`src/rtl/rst_seq.sv`:
```
// rst_seq: power-on / software reset sequencer.
// Ports:
//   clk        - clock, rising edge
//   rst_n      - async active-low reset
//   sw_rst_req - software reset request (level)
//   hold       - freezes channel release
//   rst_out_n  - per-channel active-low resets
//   rel_cnt    - channels currently released
//   seq_done   - all channels released
//   busy       - sequencer not finished
module rst_seq #(
    parameter int NUM_CH      = 4,
    parameter int SYNC_STAGES = 2,
    parameter int DELAY_W     = 8,
    parameter int GAP         = 16,
    parameter int ASSERT_CYC  = 8
) (
    input  logic                          clk,
    input  logic                          rst_n,
    input  logic                          sw_rst_req,
    input  logic                          hold,
    output logic [NUM_CH-1:0]             rst_out_n,
    output logic [$clog2(NUM_CH+1)-1:0]   rel_cnt,
    output logic                          seq_done,
    output logic                          busy
);

    localparam int CW = $clog2(NUM_CH + 1);

    localparam logic [DELAY_W-1:0] GAP_M1 = DELAY_W'(GAP - 1);
    localparam logic [DELAY_W-1:0] ASC_M1 = DELAY_W'(ASSERT_CYC - 1);
    localparam logic [CW-1:0]      LAST   = CW'(NUM_CH - 1);

    typedef enum logic [1:0] {
        S_SYNC,
        S_WAIT,
        S_ASSERT,
        S_DONE
    } state_t;

    state_t                 r_state;
    state_t                 w_state_nxt;
    logic [SYNC_STAGES-1:0] r_sync;
    logic [SYNC_STAGES-1:0] w_sync_nxt;
    logic [DELAY_W-1:0]     r_cnt;
    logic [DELAY_W-1:0]     w_cnt_nxt;
    logic [CW-1:0]          r_idx;
    logic [CW-1:0]          w_idx_nxt;
    logic [NUM_CH-1:0]      r_rst_n;
    logic [NUM_CH-1:0]      w_rst_n_nxt;
    logic [NUM_CH-1:0]      w_rel_mask;

    assign w_rel_mask = NUM_CH'(1) << r_idx;

    always_ff @(posedge clk or negedge rst_n) begin
        if (!rst_n) begin
            r_state <= S_SYNC;
            r_sync  <= '0;
            r_cnt   <= '0;
            r_idx   <= '0;
            r_rst_n <= '0;
        end else begin
            r_state <= w_state_nxt;
            r_sync  <= w_sync_nxt;
            r_cnt   <= w_cnt_nxt;
            r_idx   <= w_idx_nxt;
            r_rst_n <= w_rst_n_nxt;
        end
    end

    always_comb begin
        w_state_nxt = r_state;
        w_sync_nxt  = {r_sync[SYNC_STAGES-2:0], 1'b1};
        w_cnt_nxt   = r_cnt;
        w_idx_nxt   = r_idx;
        w_rst_n_nxt = r_rst_n;
        unique case (r_state)
            S_SYNC: begin
                // leave on the edge the last sync flop first goes high
                if (w_sync_nxt[SYNC_STAGES-1] && !r_sync[SYNC_STAGES-1]) begin
                    w_state_nxt = S_WAIT;
                    w_cnt_nxt   = '0;
                    w_idx_nxt   = '0;
                end
            end
            S_WAIT: begin
                if (sw_rst_req) begin
                    // request wins over a release on the same edge
                    w_state_nxt = S_ASSERT;
                    w_cnt_nxt   = '0;
                    w_idx_nxt   = '0;
                    w_rst_n_nxt = '0;
                end else if (!hold) begin
                    if (r_cnt == GAP_M1) begin
                        w_rst_n_nxt = r_rst_n | w_rel_mask;
                        w_idx_nxt   = r_idx + CW'(1);
                        w_cnt_nxt   = '0;
                        if (r_idx == LAST) begin
                            w_state_nxt = S_DONE;
                        end
                    end else begin
                        w_cnt_nxt = r_cnt + DELAY_W'(1);
                    end
                end
            end
            S_ASSERT: begin
                if (sw_rst_req) begin
                    w_cnt_nxt = '0;
                end else if (r_cnt == ASC_M1) begin
                    w_state_nxt = S_WAIT;
                    w_cnt_nxt   = '0;
                    w_idx_nxt   = '0;
                end else begin
                    w_cnt_nxt = r_cnt + DELAY_W'(1);
                end
            end
            S_DONE: begin
                if (sw_rst_req) begin
                    w_state_nxt = S_ASSERT;
                    w_cnt_nxt   = '0;
                    w_idx_nxt   = '0;
                    w_rst_n_nxt = '0;
                end
            end
            default: begin
                w_state_nxt = S_SYNC;
            end
        endcase
    end

    assign rst_out_n = r_rst_n;
    assign rel_cnt   = r_idx;
    assign seq_done  = (r_state == S_DONE);
    assign busy      = (r_state != S_DONE);

endmodule

```
`config.mk`:
```
export PLATFORM = sky130hd
export DESIGN_NAME = rst_seq
export DESIGN_NICKNAME = d
export VERILOG_FILES = /design/src/rtl/rst_seq.sv
export SDC_FILE = /design/constraint.sdc
export NUM_CORES = 1
export LEC_CHECK = 0
export BUFFER_PORTS_ARGS = -buffer_cell sky130_fd_sc_hd__buf_2
export CAP_MARGIN = 5
export CORE_AREA = 2 2 47 49
export DETAILED_ROUTE_END_ITERATION = 10
export DIE_AREA = 0 0 49 51
export GPL_TIMING_DRIVEN = 0
export PLACE_DENSITY = 0.87
export SLEW_MARGIN = 20
export SYNTH_ARGS = -nofsm -noshare
export SYNTH_HDL_FRONTEND = slang
export SYNTH_SLANG_ARGS = --single-unit
```
`constraint.sdc`:
```
create_clock -name clk -period 2.75 [get_ports clk]
set_clock_uncertainty 0.05 [all_clocks]
set_input_delay 0.1375 -clock clk [delete_from_list [all_inputs] [get_ports clk]]
set_output_delay 0.1375 -clock clk [all_outputs]
set_load 0.02 [all_outputs]
```
After elaboration in Yosys (flattened, before gate mapping)
Cells that the tools add are included.
{"block": "totals", "out_inout_bits": 9, "reg_bits": 19, "elab_cells": 61}
{"block": "classes", "shift": 1, "addsub": 2, "bitwise_logic": 1, "mux": 30, "eq_ne": 14, "reduce_logical": 8}
{"operator": "two-way mux 8 bit", "count": 7}
{"operator": "one-hot mux 8 bit (4 select lines)", "count": 1}
{"operator": "two-way mux 3 bit", "count": 7}
{"operator": "two-way mux 2 bit", "count": 8}
{"operator": "two-way mux 4 bit", "count": 4}
{"operator": "one-hot mux 3 bit (4 select lines)", "count": 1}
{"operator": "!= test 2 bit (second input constant)", "count": 5}
{"operator": "!= test 3 bit (second input constant)", "count": 3}
{"operator": "adder 8 x 1 -> 8 bit (second input constant)", "count": 1}
{"operator": "== test 8 x 3 -> 1 bit (second input constant)", "count": 1}
{"operator": "== test 8 x 4 -> 1 bit (second input constant)", "count": 1}
{"operator": "one-hot mux 2 bit (4 select lines)", "count": 1}
{"operator": "one-hot mux 4 bit (2 select lines)", "count": 1}
{"operator": "AND reduction 7 bit", "count": 1}
{"operator": "AND reduction 6 bit", "count": 1}
{"operator": "== test 2 bit (second input constant)", "count": 2}
{"operator": "bitwise OR 4 bit", "count": 1}
{"operator": "AND reduction 4 bit", "count": 1}
{"operator": "left shift 1 x 3 -> 4 bit (first input constant)", "count": 1}
{"operator": "adder 3 x 1 -> 3 bit (second input constant)", "count": 1}
{"operator": "== test 3 x 2 -> 1 bit (second input constant)", "count": 1}
{"operator": "AND reduction 3 bit", "count": 1}
{"operator": "== test 2 x 1 -> 1 bit (second input constant)", "count": 1}
{"operator": "zero test 2 bit", "count": 1}
{"operator": "3 further kinds", "count": 3}

Depth between registers and ports, before layout
Gate-level depths: netlist of the first run.
{"block": "depth", "depth_word": 6, "depth_mapped": 6, "ltp_nobuf": 6}

Worst setup path before layout of the first run
No wires, ideal clock.
{"block": "synth_path", "path_type": "register to register", "start": "reg r_cnt[0]", "end": "reg r_idx[0] (netlist: rel_cnt[0])", "t_arrival_ns": 1.675, "t_required_ns": 2.575, "period_less_slack_ns": 1.850, "path_stages_with_launch": 6, "path_slack_ns": 0.900, "path_cell_list": "dfrtp_1 -> ha_1 -> and3_1 -> a311o_2 -> nand3_2 -> mux2_4"}
{"block": "synth_via", "elab_chain_len": 3}
{"element": "from (decl)", "line_no": "45", "text": "logic [DELAY_W-1:0] r_cnt;"}
{"element": "from (signal assigned)", "line_no": "65", "text": "r_cnt <= w_cnt_nxt;"}
{"element": "== test 8 x 4 -> 1 bit or == test 8 x 3 -> 1 bit (tied branches)", "line_no": "94, 109"}
{"element": "!= test 3 bit (no line) or != test 2 bit (tied branches)"}
{"element": "AND reduction 6 bit (no line) *"}
{"element": "to (signal assigned)", "line_no": "66", "text": "r_idx <= w_idx_nxt;"}
{"element": "to (decl)", "line_no": "47", "text": "logic [CW-1:0] r_idx;"}
Mark *: on every way between the ends. The rest lies on a longest branch, timed or not.
A chain may end at the register's enable or synchronous reset.

Worst setup path after layout of the first run
Ends and elaborated chain as after synthesis.

==> reports/summary.md, run 1 <==
The flow ran to the end, and the final reports show no timing, DRC or antenna violations. The remaining global-route overflow is 0. The longest clock path from root to sink contains 2 buffers. The post-layout instance area came out at 0.001266 sq mm. The number of rows in the core area is 17, and the worst max-slew margin expressed relative to the limit is 0.6247. The terminus of the critical flop-to-flop path is rel_cnt[0]$_DFFE_PN0P_. The library cells used most frequently in the layout, excluding fill and tap cells, are sky130_fd_sc_hd__dfrtp_1 (19), sky130_fd_sc_hd__buf_2 (12). The estimated wirelength of the detail-placed design came out at 1648 um. The logs give 0.002063 sq mm for the placeable core region and 0.6006 mV for the worst voltage drop across the vdd grid. In the routed design, unresolved DRC markers number 0.

The largest family of logic cells by synthesized area is simple AND/OR/NAND/NOR gates. After synthesis the netlist holds a flip-flop and latch count of 19. The path class of the tightest hold or removal check is input port to flop.

The tools report the setup fix buffers added after clock tree synthesis as 0. For the reg-to-reg setup timing slack, the log shows 0.76 ns. The number of nets still failing antenna checks after routing is 0. The sort of element at the end of the critical path is a flop.

The tools report the final weighted congestion in routability-driven placement as 0.9011. Summing over every cut layer, the via total after detailed routing is 919. The run gives 0.6137 as the final core utilization. The startpoint identified for the worst hold timing path is sw_rst_req. The tool flagged a number of max-cap violations equal to 0. The total of warnings raised by yosys came out at 0.

The tools report the sequential share of the synthesized area as 0.4190. Measured slew at the worst slew-check pin: 0.5629 ns. The tools report the root buffer selected by CTS as sky130_fd_sc_hd__clkbuf_4. Kind of start point of the critical path: a flop. The required time reported for the critical path endpoint came out at 2.89 ns.

The mean instance size in the synthesized netlist came out at 9.868 sq um. Setup repair after global routing left no endpoint under its margin. Dividing the detail-routed wire length by the instance count gives 13.68 um. After detailed placement, the total cell area comes to 0.001230 sq mm. The highest net fanout along the worst path was 6. The total inserted antenna cells was 0. Area growth from synthesis to layout: 11.58%. In this run, the number of DRC markers left after iteration 0 of detailed routing was 21.

Buffers placed on the I/O ports in this run total 12. The die covers 0.002499 sq mm. The run gives 501.6 MHz as the maximum clock rate. The worst register-to-register path begins at r_cnt[0]$_DFFE_PN0P_. Tightest hold margin: 0.1827 ns. The netlist uses 31 different library cells. The total global routing track utilization is 0.1929, and the via count of the first global-routing pass is 852. After the last flow step, the layout net total stands at 147. The synthesized netlist occupies a cell area of 0.001135 sq mm. The count of H-tree levels built during CTS was 1. TritonCTS built the clock tree. In this run the static leakage power is 0.6187 nW.

The fraction of the cycle the final worst path needs was 0.7250. For hold timing, the worst endpoint is rel_cnt[1]$_DFFE_PN0P_. The fraction of layout instances using a drive strength above 1 is 0.1818, and the final wirelength is 2188 um. The count of cells along the worst hold path was 3; the xor/xnor cell area share of the yosys netlist was 0.

The run gives 0 as the initial antenna violation count. Setup violations remaining at the end of the flow were counted as 0. Measured in cells, the most critical reg-to-reg path has a length of 5. After technology mapping, the gate count stands at 115. The area fraction in and, or, nand and nor cells after synthesis works out to 0.2117. The floorplan step set the die width to 49 um. The adder-cell share of the synthesized area is 0.1103. The tools report the number of max-slew violations in the final report as 0. Synthesis produced a netlist with a net count of 129.

Total clock sinks: 19. The initial core utilization is 0.5500, and the synthesized-area fraction occupied by ao, oa, aoi and oai cells is 0.1786. The boundary pin count was 13; the clock period minus worst slack was 1.994 ns. Clock-pin slew was measured on the worst setup and hold paths at 0.11 ns.

The run gives 0.7562 ns as the worst setup margin. The critical path is of the flop to flop type. Prior to clock tree synthesis, the placed netlist has a worst setup slack of 0.7788 ns. The first global-routing pass estimated 3657 um of wire. For the final routed database, the setup TNS stands at 0 ns. The ratio of routed vias to standard cells came out at 5.744.

The floorplan step set the die height to 51 um. In this run the power density over the cells is 769.8 mW/mm^2. The clock latency of the later-clocked register in the worst-skew pair came out at 0.29 ns. The first detailed-routing pass took 4 iterations.

Entering global routing, the biggest net connects 20 pins. Data arrives at the worst endpoint at 2.13 ns. The most common cell after layout, fill and taps aside is sky130_fd_sc_hd__dfrtp_1. The final-report hold violation count was 0; the post-synthesis mux area share was 0.04410. CTS buffer count: 3.
repair_timing:
item,4_1_cts,5_1_grt
resized for setup,0,0
endpoints found under the setup margin,0,0
hold buffers,1,0
endpoints found under the hold margin,19,0
registers in the layout (all words and copies together), names as in the netlist:
signal     cells
r_cnt          8
r_state        2
rel_cnt        3
r_sync         2
rst_out_n      4
per-layer routing:
metal,track usage,share of wire
met5,0,0
met4,0.1000,0.013
met3,0.04094,0.029
met2,0.3105,0.49
met1,0.2462,0.47
worst max-delay path: stages, from the launching register on:
cell	delay, ns
sky130_fd_sc_hd__dfrtp_1	0.42
sky130_fd_sc_hd__ha_1	0.28
sky130_fd_sc_hd__and3_1	0.26
sky130_fd_sc_hd__a311o_2	0.43
sky130_fd_sc_hd__nand3_2	0.14
sky130_fd_sc_hd__mux2_4	0.31
synth_stat cells:
| cell type | count | area, sq um |
|---|---|---|
| sky130_fd_sc_hd__a41o_1 | 1 | 10.01 |
| sky130_fd_sc_hd__a21oi_1 | 5 | 25.02 |
| sky130_fd_sc_hd__inv_1 | 10 | 37.54 |
| sky130_fd_sc_hd__o211ai_2 | 1 | 12.51 |
| sky130_fd_sc_hd__nand3b_1 | 4 | 30.03 |
| sky130_fd_sc_hd__a31oi_1 | 1 | 6.260 |
| sky130_fd_sc_hd__and2_1 | 1 | 6.260 |
| sky130_fd_sc_hd__and3_1 | 3 | 18.77 |
| sky130_fd_sc_hd__and4_1 | 1 | 8.760 |
| sky130_fd_sc_hd__nand3_1 | 9 | 45.04 |
| sky130_fd_sc_hd__o211ai_1 | 2 | 15.01 |
| sky130_fd_sc_hd__o21ba_2 | 1 | 10.01 |
| sky130_fd_sc_hd__ha_1 | 10 | 125.1 |
| sky130_fd_sc_hd__nor2_1 | 10 | 37.54 |
| sky130_fd_sc_hd__conb_1 | 1 | 3.750 |
| sky130_fd_sc_hd__o221ai_1 | 1 | 8.760 |
| sky130_fd_sc_hd__nand2b_1 | 2 | 12.51 |
| sky130_fd_sc_hd__nand3_2 | 1 | 10.01 |
| sky130_fd_sc_hd__o2bb2ai_1 | 1 | 8.760 |
| sky130_fd_sc_hd__mux2_4 | 2 | 30.03 |
| sky130_fd_sc_hd__a2bb2oi_1 | 3 | 26.28 |
| sky130_fd_sc_hd__nor4_4 | 1 | 21.27 |
| sky130_fd_sc_hd__a311o_2 | 1 | 11.26 |
| sky130_fd_sc_hd__o21ai_0 | 5 | 25.02 |
| sky130_fd_sc_hd__o311ai_1 | 3 | 26.28 |
| sky130_fd_sc_hd__mux2i_1 | 2 | 20.02 |
| sky130_fd_sc_hd__a311oi_1 | 1 | 8.760 |
| sky130_fd_sc_hd__or2_2 | 2 | 12.51 |
| sky130_fd_sc_hd__nand2_1 | 10 | 37.54 |
| sky130_fd_sc_hd__a41oi_1 | 1 | 8.760 |
| sky130_fd_sc_hd__dfrtp_1 | 19 | 475.5 |
power by group:
group / total, mW / switching, mW / internal [mW]
Combinational: 0.494 / 0.301 / 0.193
Clock: 0.138 / 0.0817 / 0.0564
Sequential: 0.342 / 0.0304 / 0.312
Total: 0.975 / 0.413 / 0.561
cell families (layout without fill, tap and decap cells):
family | count (synthesis) | in the layout
simple gates | 44 | 44
compound gates | 27 | 27
flops | 19 | 19
fa+ha+maj | 10 | 10
buf+inv | 10 | 27
mux | 4 | 4
other cells | 1 | 1
worst max-delay path by stage:
| stage | slack [ns] | start | endpoint | cells past startpoint |
|---|---|---|---|---|
| after global routing | 0.62 | r_state[0]$_DFFE_PN0P_ | r_cnt[7]$_DFFE_PN0P_ | 6 |
| after CTS | 0.77 | r_cnt[0]$_DFFE_PN0P_ | rel_cnt[0]$_DFFE_PN0P_ | 5 |
| after global placement | 0.80 | r_cnt[0]$_DFFE_PN0P_ | rel_cnt[2]$_DFFE_PN0P_ | 5 |
| final | 0.76 | r_cnt[0]$_DFFE_PN0P_ | rel_cnt[0]$_DFFE_PN0P_ | 5 |
| after floorplan | 0.90 | r_cnt[0]$_DFFE_PN0P_ | rel_cnt[0]$_DFFE_PN0P_ | 5 |
| after detailed placement | 0.78 | r_cnt[0]$_DFFE_PN0P_ | rel_cnt[2]$_DFFE_PN0P_ | 5 |
through the flow:
stage / std cells / power [mW]
6_report: 160 / 0.9748
5_1_grt: 160 / 1.049
4_1_cts: 160 / 0.9819
3_5_place_dp: 155 / 0.8391
3_3_place_gp: 155 / 0.8204
2_1_floorplan: 115 / 0.7202
cell type report:
type                    count  area [sq um]
repair buffers             13         70.07
fillers                   177         797.0
flip-flops and latches     19         475.5
inverters                  10         37.54
multi-input cells          86         621.8
well taps                  28         35.03
clock buffers               4         26.28
Note: power is estimated with default switching activity, not from simulation.
==> inputs of run 2 (changes only) <==
Settings changed: CORE_AREA 2 2 47 49 to 2 2 49 51, DIE_AREA 0 0 49 51 to 0 0 51 53, PLACE_DENSITY 0.87 to 0.82.
Clock period 2.75 ns to 2.07 ns, I/O delays scaled along.
==> run 2 against run 1 <==
Net effect:
- critical path depth is 1 higher
- first-iteration DRC count grew 19%
- die area up 8.2%
- global-route usage fell by 1.4 points
- via count is 2.5% higher
- utilization fell by 1.8 points
- combinational power rose by 34%
- largest power group unchanged
==> reports/summary.md, run 2 (synthesized netlist as in run 1, its figures left out) <==
The run finished with clean final reports. The number of violations reported at the end of detailed-routing iteration 0 was 25. STA classifies the critical path startpoint as a flop. Overall power consumption after layout is estimated at 1.300 mW. In the post-route analysis, the smallest setup slack over all paths is 0.1311 ns. The total global routing track utilization is 0.1786, and the number of remaining DRC errors is 0. The run gives 0.6161 nW as the leakage power. In the layout the commonest cells are sky130_fd_sc_hd__dfrtp_1 (19), sky130_fd_sc_hd__buf_2 (12), sky130_fd_sc_hd__inv_1 (10), sky130_fd_sc_hd__nand2_1 (10). The clock passes through at most 2 buffers. The run gives 0.1293 ns as the tightest hold margin. The fraction of layout instances using a drive strength above 1 was 0.2045.

The run gives 0 as the number of nets still failing antenna checks after routing. The die covers 0.002703 sq mm. The tree built by TritonCTS fans out to 19 sinks. Based on the critical path, the design can be clocked at up to 515.8 MHz. Adding up every negative setup slack in the final design gives 0 ns. The area growth from synthesis to layout is 12.68%. The register with the most flip-flops in the layout has 8 of them. The worst setup path is captured at a flop. The worst max-slew margin expressed relative to the limit came out at 0.6110. Routability-driven placement finished with a final weighted congestion of 0.8697. For the finished layout, the period the worst path requires is 1.939 ns. The overall die height works out to 53 um.

The first global-routing pass estimated 3588 um of wire. The number of cells on the worst reg-to-reg path is 6. Prior to clock tree synthesis, the placed netlist has a worst setup slack of 0.1025 ns. Summing over every cut layer, the via total after detailed routing is 942.

The tools report the remaining global-route overflow as 0. The initialized floorplan defines 17 standard-cell rows. Final core utilization: 0.5952. The first TritonRoute pass finished after 4 iterations. The measured slew at the worst slew-check pin came out at 0.5835 ns. More flip-flops sit in one register than any other, and that register is r_cnt. The number of nets in the layout is 147, and the ratio of routed vias to standard cells is 5.888.

The fraction of the cycle the final worst path needs was 0.9367. The final setup violation count came out at 0. Clock latency on the worst-skew pair, taken at its later pin, is 0.29 ns. Total inserted antenna cells: 0. Count of cells along the worst hold path: 3. After clock tree synthesis, the setup repair step added 0 buffers. For the initial core utilization, the log shows 0.5282.

The tools report the placeable core region as 0.002148 sq mm. For the initial antenna violation count, the log shows 0. The floorplan step set the die width to 51 um. For the final-report hold violation count, the log shows 0.

Total of buffers placed on input and output ports: 12. The number of clock buffers added by TritonCTS is 3. Wires add up to 2159 um. The tools report the number of max-slew violations in the final report as 0. The root buffer selected by CTS was sky130_fd_sc_hd__clkbuf_4. TritonCTS built the clock tree. Dividing total power by cell area gives a power density of 1016 mW/mm^2. Summed over all nets, the half-perimeter wirelength after detailed placement is 1586 um. For the worst setup path, the data required time is 2.21 ns.

The maximum number of pins on one net before global-route repair was 20. The worst voltage drop across the vdd grid was 0.8039 mV; the via count of the first global-routing pass was 840. Max-cap violations in this run came to 0.

After clock tree synthesis, the clock-pin slew on the worst setup and hold paths is 0.11 ns. The highest net fanout along the worst path was 7; the count of H-tree levels built during CTS was 1. STA puts the critical path data arrival time at 2.08 ns. The library cell used most frequently in the layout, excluding fill and tap cells, is sky130_fd_sc_hd__dfrtp_1. The tightest min-delay check is of the input port to flop type. The category of the most critical setup path is flop to flop. The boundary pin count came out at 13. After detailed routing, the average wire length per cell comes to 13.49 um.
==> run 2: cell counts in the layout (fill, tap and decap cells not counted) <==
No cell type changed its count.
==> run 2: path summary, 6_finish.rpt <==
kind	slack, ns	start	end
setup / recovery	0.13	r_state[0]$_DFFE_PN0P_	r_cnt[7]$_DFFE_PN0P_
hold / removal	0.13	sw_rst_req	rel_cnt[1]$_DFFE_PN0P_
setup reg to reg	0.13	r_state[0]$_DFFE_PN0P_	r_cnt[7]$_DFFE_PN0P_
hold reg to reg	0.34	r_sync[0]$_DFF_PN0_	r_sync[1]$_DFF_PN0_
max in group asynchronous	1.46	rst_n	r_cnt[1]$_DFFE_PN0P_
min in group asynchronous	0.21	rst_n	r_cnt[6]$_DFFE_PN0P_
==> run 2: cell type report <==
| class | instances | area, sq um |
|---|---|---|
| Sequential cell | 19 | 475.5 |
| Tap cell | 28 | 35.03 |
| Multi-Input combinational cell | 86 | 634.4 |
| Clock buffer | 4 | 26.28 |
| Inverter | 10 | 37.54 |
| Fill cell | 187 | 869.6 |
| Timing Repair Buffer | 13 | 70.07 |
==> run 2: routing by layer <==
metal	vias to the layer above	part of all wire	GRT usage
li1	456	-	-
met1	458	0.45	0.2396
met2	22	0.49	0.2771
met3	6	0.038	0.02542
met4	0	0.025	0.09910
met5	-	0	0
==> run 2: power by group <==
part	switching, mW	total [mW]	internal (mW)
Sequential	0.0410	0.455	0.414
Clock	0.109	0.184	0.0750
Combinational	0.402	0.660	0.258
Total	0.552	1.30	0.747
==> run 2: through the flow <==
stage          area (sq um)  cells
2_1_floorplan          1135    115
3_3_place_gp           1230    155
3_5_place_dp           1230    155
4_1_cts                1266    160
5_1_grt                1279    160
6_report               1279    160
==> run 2: critical path, cell delays in order (launching register included) <==
cell	delay (ns)
sky130_fd_sc_hd__dfrtp_1	0.39
sky130_fd_sc_hd__inv_1	0.09
sky130_fd_sc_hd__ha_1	0.33
sky130_fd_sc_hd__nand3b_1	0.19
sky130_fd_sc_hd__a41oi_2	0.29
sky130_fd_sc_hd__o211ai_2	0.20
sky130_fd_sc_hd__o311ai_1	0.30
==> run 2: repair_timing <==
action                     in CTS  in global routing
hold endpoints to repair       19                  0
hold buffers                    1                  0
resized for setup               0                  3
setup endpoints to repair       0                  3
==> inputs of run 3 (changes only) <==
Settings changed: CORE_AREA 2 2 49 51 to 2 2 51 53, DIE_AREA 0 0 51 53 to 0 0 53 55, PLACE_DENSITY 0.82 to 0.79.
Clock period 2.07 ns to 1.58 ns, I/O delays scaled along.
==> run 3 against run 2 <==
Net effect:
- routed wire length increased by 32%
- total power up 95%
- highest routed layer unchanged
- the flow now finishes with violations (negative setup slack)
- final cell count grew 15%
- fmax grew 7.8%
- worst setup slack got worse by 0.35 ns
==> reports/summary.md, run 3 (synthesized netlist as in run 1, its figures left out) <==
The flow ran to the end, but the final reports show violations. The final reports fail on negative setup slack. The maximum root-to-sink buffer count is 2.

The worst register-to-register path ends at rel_cnt[2]$_DFFE_PN0P_. The worst register-to-register path begins at r_state[1]$_DFFE_PN0P_. Setup slack on the worst reg-to-reg path comes out at -0.22 ns. Placeable core region: 0.002365 sq mm. The tree is rooted in a sky130_fd_sc_hd__clkbuf_4. The initial core utilization came out at 0.4799. Number of flip-flops in the largest register: 8.

The number of remaining DRC errors came out at 0. By startpoint and endpoint, the worst setup path is classified as flop to flop. The signal on the critical path passes through buf_6 > ha_4 > nor2_2 > a311o_2 > nand3_4 > mux2_4. Register ranked first by flip-flop count: r_cnt. The worst setup margin was -0.2181 ns.

In this run the most critical hold path is launched from sw_rst_req. Overall die height: 55 um. In this run the remaining antenna-violating nets after routing total 0. The count of H-tree levels built during CTS is 1, and the number of max-slew violations in the final report is 0. The highest cell delay on the worst timing path was 0.43 ns; the total clock sinks was 19.

Fraction of the cycle the final worst path needs: 1.138. Via count of the first global-routing pass: 923. The average wire per standard cell came out at 15.52 um. Entering global routing, the biggest net connects 20 pins. Counting the buffers created by CTS gives 3. In this run the worst hold path is classified as input port to flop.

The worst register-to-register path has a depth of 6. The run gives 1585 um as the estimated wirelength of the detail-placed design. The worst hold path terminates at rel_cnt[1]$_DFFE_PN0P_. The number of antenna diodes in the final layout is 0. For the final setup violation count, the log shows 16. The flip-flop and latch area is 479.2 sq um.

In the layout the commonest cells are sky130_fd_sc_hd__dfrtp_1 (16), sky130_fd_sc_hd__buf_4 (16), sky130_fd_sc_hd__buf_2 (11), sky130_fd_sc_hd__nand2_1 (10). The run gives 166 as the filler cell count. The kind of cell with the highest combined delay along the critical path is compound AO/OA/AOI/OAI gates.

Before antenna repair, the detailed router went through 4 iterations. The final core utilization came out at 0.6947. The count of cells along the worst hold path was 3; the worst voltage drop across the vdd grid was 1.736 mV. The post-route total power is 2.540 mW, and the final wirelength is 2856 um. The detailed router finished its first iteration with 15 violations. The logs give -2.307 ns for the final-layout setup total negative slack and 4077 um for the first-pass GRT wire length. The maximum clock rate is 556.1 MHz, and the required time reported for the critical path endpoint is 1.72 ns. Setup repair after global routing could not meet its margin everywhere. After detailed routing, the number of vias per cell comes to 5.690. The initial antenna violation count was 0.

The number of buffer and inverter instances along the worst setup path was 1; the number of nets in the layout was 169. Across all layers, the routed design uses 1047 vias. The leakage power was 0.7489 nW; the power per standard cell area was 1546 mW/mm^2. Subtracting the final worst setup slack from the clock period gives 1.798 ns.

The fraction of layout instances using a drive strength above 1 came out at 0.4675. The logic depth of the worst path, buffers included works out to 6. TritonCTS built the clock tree.

For the boundary pin count, the log shows 13. The worst endpoint data arrival time was 1.94 ns; the number of rows in the core area was 18. Input and output buffers added on the ports amount to 12. After clock tree synthesis, the clock-pin slew on the worst setup and hold paths is 0.11 ns. The worst setup path is launched from a flop. The later pin in the worst-skew pair is clocked with a latency of 0.30 ns. From synthesis to final layout, the design area changed by 44.76%. The die boundary width works out to 53 um. Slowest stage cell on the critical path: sky130_fd_sc_hd__a311o_2.

The total global routing track utilization was 0.1940. The tools report the sort of element at the end of the critical path as a flop. For this run the aggregate overflow at the end of global routing stands at 0. The tool flagged a number of max-cap violations equal to 0. For the footprint of the multi-input gates, the log shows 795.8 sq um. The highest net fanout along the worst path came out at 4. The die covers 0.002915 sq mm. The congestion estimate from routability-driven global placement came to 0.8592. Final-report hold violation count: 0.

The origin of the worst setup path is r_state[1]$_DFFE_PN0P_.
[run 3: final cells by class]
type	count	share of cell area
Sequential cell	19	0.2917
Clock buffer	4	0.01599
Timing Repair Buffer	35	0.1607
Tap cell	30	0.02285
Inverter	10	0.02437
Multi-Input combinational cell	86	0.4844
[run 3: tightest hold or removal path, cell delays in order]
cell,delay [ns]
sky130_fd_sc_hd__buf_2,0.18
sky130_fd_sc_hd__nand3b_1,0.14
sky130_fd_sc_hd__mux2i_1,0.06
[run 3: per-stage QoR]
stage / cell area [sq um] / setup slack, ns / hold WS (ns) / cells
after floorplan: 1207 / -0.09556 / -0.2666 / 115
after global placement: 1305 / -0.2052 / -0.01411 / 157
after detailed placement: 1305 / -0.2451 / -0.01018 / 157
after CTS: 1520 / -0.2137 / 0.09876 / 180
after global routing: 1643 / -0.3005 / 0.1547 / 184
final: 1643 / -0.2181 / 0.1481 / 184
[run 3: worst max-delay path by stage]
stage	endpoint	slack [ns]
after floorplan	rel_cnt[0]$_DFFE_PN0P_	-0.1
after global placement	r_cnt[4]$_DFFE_PN0P_	-0.21
after detailed placement	r_cnt[5]$_DFFE_PN0P_	-0.25
after CTS	r_cnt[5]$_DFFE_PN0P_	-0.21
after global routing	r_cnt[4]$_DFFE_PN0P_	-0.30
final	rel_cnt[2]$_DFFE_PN0P_	-0.22
[run 3: routing by layer]
| layer | GRT usage | part of all wire |
|---|---|---|
| met1 | 0.2330 | 0.44 |
| met3 | 0.02688 | 0.035 |
| met2 | 0.3479 | 0.50 |
| met5 | 0 | 0 |
| met4 | 0.08547 | 0.020 |
[run 3: report_power, final]
group          internal [mW]  switching, mW
Combinational          0.842          0.823
Sequential             0.545         0.0789
Clock                 0.0985          0.153
Total                   1.49           1.05
[run 3: what timing repair did]
action,CTS,global route
buffers inserted,18,5
endpoints found under the setup margin,14,17
pin swaps,8,10
gates resized for setup,11,22
hold buffers,1,0
hold endpoints to repair,19,0
